$ cat src/rtl/game_frame_controller.sv
// game_frame_controller: raster scan counters plus a frame-synchronous IDLE/PLAY/PAUSED
// game FSM that moves two paddles once per frame from synchronized button inputs.
module game_frame_controller #(
  parameter int H_TOTAL    = 800,
  parameter int V_TOTAL    = 525,
  parameter int STEP       = 4,
  parameter int POS_MIN    = 50,
  parameter int POS_MAX    = 499,
  parameter int POS_CENTER = 275
) (
  input  logic       clk,
  input  logic       rst,
  input  logic       pix_en,
  input  logic       start,
  input  logic       pause,
  input  logic       t1_up,
  input  logic       t1_down,
  input  logic       t2_up,
  input  logic       t2_down,
  output logic [9:0] current_pixel,
  output logic [9:0] current_line,
  output logic [9:0] team1_ver_pos,
  output logic [9:0] team2_ver_pos,
  output logic       frame_tick,
  output logic [1:0] game_state
);
  typedef enum logic [1:0] {IDLE = 2'd0, PLAY = 2'd1, PAUSED = 2'd2} state_t;

  localparam logic [9:0] H_LAST = 10'(H_TOTAL - 1);
  localparam logic [9:0] V_LAST = 10'(V_TOTAL - 1);
  localparam logic [9:0] P_MIN  = 10'(POS_MIN);
  localparam logic [9:0] P_MAX  = 10'(POS_MAX);
  localparam logic [9:0] P_CTR  = 10'(POS_CENTER);
  localparam logic [9:0] P_STEP = 10'(STEP);
  // Thresholds chosen so the step is only applied when it cannot cross a bound.
  localparam logic [9:0] P_LO   = 10'(POS_MIN + STEP);
  localparam logic [9:0] P_HI   = 10'(POS_MAX - STEP);

  logic [5:0] r_meta, r_sync;
  logic [9:0] r_pixel, r_line, r_pos1, r_pos2;
  state_t     r_state, w_state_nx;
  logic       w_start, w_pause, w_pix_last, w_line_last, w_move;

  always_ff @(posedge clk or posedge rst)
    if (rst) {r_meta, r_sync} <= '0;
    else     {r_meta, r_sync} <= {{start, pause, t1_up, t1_down, t2_up, t2_down}, r_meta};

  assign w_start     = r_sync[5];
  assign w_pause     = r_sync[4];
  assign w_pix_last  = r_pixel == H_LAST;
  assign w_line_last = r_line == V_LAST;
  assign frame_tick  = pix_en && w_pix_last && w_line_last;

  always_ff @(posedge clk or posedge rst)
    if (rst) begin
      r_pixel <= '0;
      r_line  <= '0;
    end else if (pix_en) begin
      r_pixel <= w_pix_last ? '0 : r_pixel + 10'd1;
      if (w_pix_last) r_line <= w_line_last ? '0 : r_line + 10'd1;
    end

  always_comb begin
    w_state_nx = r_state;
    if (frame_tick)
      unique case (r_state)
        IDLE:    w_state_nx = w_start ? PLAY : IDLE;
        PLAY:    w_state_nx = w_pause ? PAUSED : PLAY;
        PAUSED:  w_state_nx = (w_start && !w_pause) ? PLAY : PAUSED;
        default: w_state_nx = IDLE;
      endcase
  end

  // Paddles move on frames that end in PLAY, except the frame that leaves IDLE.
  assign w_move = frame_tick && w_state_nx == PLAY && r_state != IDLE;

  function automatic logic [9:0] step_pos(input logic [9:0] p, input logic up, input logic dn);
    return (up && !dn) ? ((p >= P_LO) ? p - P_STEP : P_MIN) :
           (dn && !up) ? ((p <= P_HI) ? p + P_STEP : P_MAX) : p;
  endfunction

  always_ff @(posedge clk or posedge rst)
    if (rst) begin
      r_state <= IDLE;
      r_pos1  <= P_CTR;
      r_pos2  <= P_CTR;
    end else begin
      r_state <= w_state_nx;
      if (frame_tick && r_state == IDLE) begin
        r_pos1 <= P_CTR;
        r_pos2 <= P_CTR;
      end else if (w_move) begin
        r_pos1 <= step_pos(r_pos1, r_sync[3], r_sync[2]);
        r_pos2 <= step_pos(r_pos2, r_sync[1], r_sync[0]);
      end
    end

  assign current_pixel = r_pixel;
  assign current_line  = r_line;
  assign team1_ver_pos = r_pos1;
  assign team2_ver_pos = r_pos2;
  assign game_state    = r_state;
endmodule
$ cat config.mk
export PLATFORM = sky130hd
export DESIGN_NAME = game_frame_controller
export DESIGN_NICKNAME = d
export VERILOG_FILES = /design/src/rtl/game_frame_controller.sv
export SDC_FILE = /design/constraint.sdc
export NUM_CORES = 1
export LEC_CHECK = 0
export ABC_AREA = 1
export CORE_AREA = 5 5 111 61
export DETAILED_ROUTE_END_ITERATION = 10
export DIE_AREA = 0 0 116 66
export PLACE_DENSITY = 0.84
export SYNTH_ARGS = -nofsm -noshare
export SYNTH_HDL_FRONTEND = slang
export SYNTH_SLANG_ARGS = --single-unit
$ cat constraint.sdc
create_clock -name clk -period 3 [get_ports clk]
set_clock_uncertainty 0.1 [all_clocks]
set_input_delay 0.75 -clock clk [delete_from_list [all_inputs] [get_ports clk]]
set_output_delay 0.75 -clock clk [all_outputs]
set_load 0.005 [all_outputs]
==> flow_summary.ini <==
[finish]
fillCellCount = 459
final_cells = 533
layout.area.seq_um2 = 1360
drive_gt1_share_pct = 11.8
n_antenna_cell = 0
finalNetCount = 473
area_delta_synth_final_pct = 23.5
multi_input_area_um2 = 1530

[floorplan]
fp.dieW_um = 116
dieArea_um2 = 7660
row_count = 20
start_util_pct = 55.5
core_area_um2 = 5760
dieHeight_um = 66
io_pins = 52

[timing]
slew_headroom_pct = 53.9
post-route-period-util_pct = 97.6
slew_violations = 0
setup_violations = 0
hold_viol_final = 0
setup_ws_ns = 0.0709
finalSetupTns_ns = 0
tightestPinTransition_ns = 0.691
fmax_ghz = 0.341
rsz0062_at_grt = no
period_minus_slack_ns = 2.93

[clock_network]
ctsHtreeMaxLevel = 2
cts_root_buf = clkbuf_16
cts_tree = yes
clk_latency_ns = 0.29
clk_pin_slew_worst_paths_ns = 0.06
cts_setup_buffers = 0
cts_repair_resize_count = 0
cts_buffers = 5
postCtsHoldBufs = 0
clock_sinks = 54
cts.path.max_buffers = 2

[drt]
route.detailed.drc = 0
routedWlPerCell_um = 14.7
final_antenna_net_count = 0
wl_um = 7830
drtPass1Iterations = 5
via_count = 2901
via_per_inst = 5.44
drtIter0Drc = 286

[yosys]
avgSynthCellArea_um2 = 8.02
ys_ff_latch = 54
synth-edff-count = 0
ys_types = 43
synthCells = 398
syn-num-nets = 416
netlist_area_um2 = 3190
ys_seq_area_share_pct = 42.6
async_reset_ff_share_pct = 100
ys.flop_type = dfrtp_1
synth-warning-count = 0

[critical_path]
worstSetupPathType = in2out
end_kind = output pin
path_cells = clkdlybuf4s50_1 > nand4_4 > nor2_8 > clkdlybuf4s50_1
crit_top_cell = clkdlybuf4s50_1
start_kind = input port
crit_path_max_fanout = 2
cp.arrival_ns = 2.08
cpMaxStageDelayCell = clkdlybuf4s50_1
crit_family = buffers and inverters
worstPathRequired_ns = 2.15
crit_path_max_incr_delay_ns = 0.52
worst-path-buf-inv = 2

[power_and_ir_drop]
p_per_area_nw_per_um2 = 431
p_sw_w = 0.000455
vdd_drop_max_mv = 0.303
p_int_w = 0.00124
swShare_pct = 26.8
seqPwrFrac_pct = 50.2
p_total_w = 0.00170
clockPowerShare_pct = 32.8
comb_power_share_pct = 17.0
p_leak_nw = 1.96

[global_route]
grt_pass1_wl_um = 13300
antenna_found_initial = 0
grt_usage_pct = 22.0
grt_pass1_vias = 2738
grt_max_degree = 29
grt-ovfl-total = 0

[placed_design]
hpwl_um = 5990
gp_congestion = 0.986
dpl.cell_count = 525
port_buffers = 51
place_ws_ns = 0.0701

[run]
max_cap_viol_count = 0

[outcome]
status = finished clean

[min_path]
hp-class = reg2reg
power by group through the flow:
stage,Sequential (W),Clock (W),Combinational [W]
global placement,0.000861,0,0.000279
global route,0.000860,0.000606,0.000321
floorplan,0.000855,0,0.000142
CTS,0.000851,0.000574,0.000291
detailed placement,0.000864,0,0.000290
finish,0.000852,0.000558,0.000288
registers in the layout (all words and copies together) (netlist names):
| name | count |
|---|---|
| current_line | 10 |
| current_pixel | 10 |
| game_state | 2 |
| r_meta | 6 |
| r_sync | 6 |
| team1_ver_pos | 10 |
| team2_ver_pos | 10 |
synth_stat cells, types with 2 or more instances:
master / number / share of area [%]
nor2_1: 22 / 2.6
dfrtp_1: 46 / 36
a21oi_1: 12 / 1.9
nand4_4: 2 / 1.3
ha_1: 9 / 3.5
o21ai_0: 15 / 2.4
nand2_2: 4 / 0.78
o21bai_1: 2 / 0.47
nand3_2: 4 / 1.3
nor3_1: 8 / 1.3
xnor2_1: 3 / 0.82
xor2_1: 11 / 3.0
buf_2: 2 / 0.31
o21ai_1: 10 / 1.6
nor2_2: 3 / 0.59
inv_1: 61 / 7.2
nand4_2: 2 / 0.78
o22ai_1: 2 / 0.39
o211ai_1: 2 / 0.47
o21ai_2: 2 / 0.55
dfstp_2: 8 / 6.6
nand4_1: 11 / 2.2
nand2_1: 83 / 9.8
o31ai_1: 2 / 0.47
nor2_4: 2 / 0.71
inv_2: 9 / 1.1
nand3_1: 41 / 6.4
nand2_4: 3 / 1.1
a31oi_1: 3 / 0.59
cell families after synthesis:
family	Yosys count	synth area share (%)
simple gates	191	30.4
buf+inv	75	9.48
compound gates	55	10.1
flops	54	42.6
xor+xnor	14	3.84
fa+ha+maj	9	3.53
per-stage QoR:
step	util [%]	cell area [um2]	hold slack, ns
2_1_floorplan	-	3190	0.231
3_3_place_gp	66.1	3800	0.233
3_5_place_dp	66.1	3800	0.235
4_1_cts	68.5	3940	0.251
5_1_grt	68.5	3940	0.263
6_report	68.5	3940	0.249
final timing paths:
check | start | to | slack (ns) | cells past startpoint
max | pix_en | frame_tick | 0.07 | 4
min | r_meta[3] | r_sync[3] | 0.25 | 0
min reg2reg | r_meta[3] | r_sync[3] | 0.25 | 0
max in group asynchronous | rst | team1_ver_pos[4] | 1.43 | 3
max reg2reg | current_pixel[0] | team2_ver_pos[3] | 0.69 | 13
min in group asynchronous | rst | r_meta[1] | 0.75 | 2
metal layers:
metal | vias up | GRT usage (%) | wire (um)
met4 | 0 | 3.62 | 49
li1 | 1407 | - | -
met2 | 144 | 31.8 | 3170
met5 | - | 0 | 0
met3 | 6 | 5.94 | 817
met1 | 1344 | 33.2 | 3790
placed cells by master (no fill, tap or decap), types with 3 or more instances in the layout:
cell type / n
a21oi_1: 12
a31oi_1: 3
buf_4: 3
clkbuf_16: 5
clkdlybuf4s50_1: 51
dfrtp_1: 46
dfstp_2: 8
ha_1: 9
inv_1: 60
inv_2: 10
nand2_1: 83
nand2_2: 4
nand2_4: 3
nand3_1: 41
nand3_2: 4
nand4_1: 11
nor2_1: 22
nor2_2: 3
nor3_1: 8
o21ai_0: 15
o21ai_1: 10
xnor2_1: 3
xor2_1: 11
layout make-up:
type                       count  area share, %
clock buffer                   7           3.36
clock inverter                 1          0.190
inverter                      70           6.66
multi-input combinational    269           38.8
sequential                    54           34.5
tap                           77           2.44
timing repair buffer          55           14.0
Power figures use the tool's default switching activity.
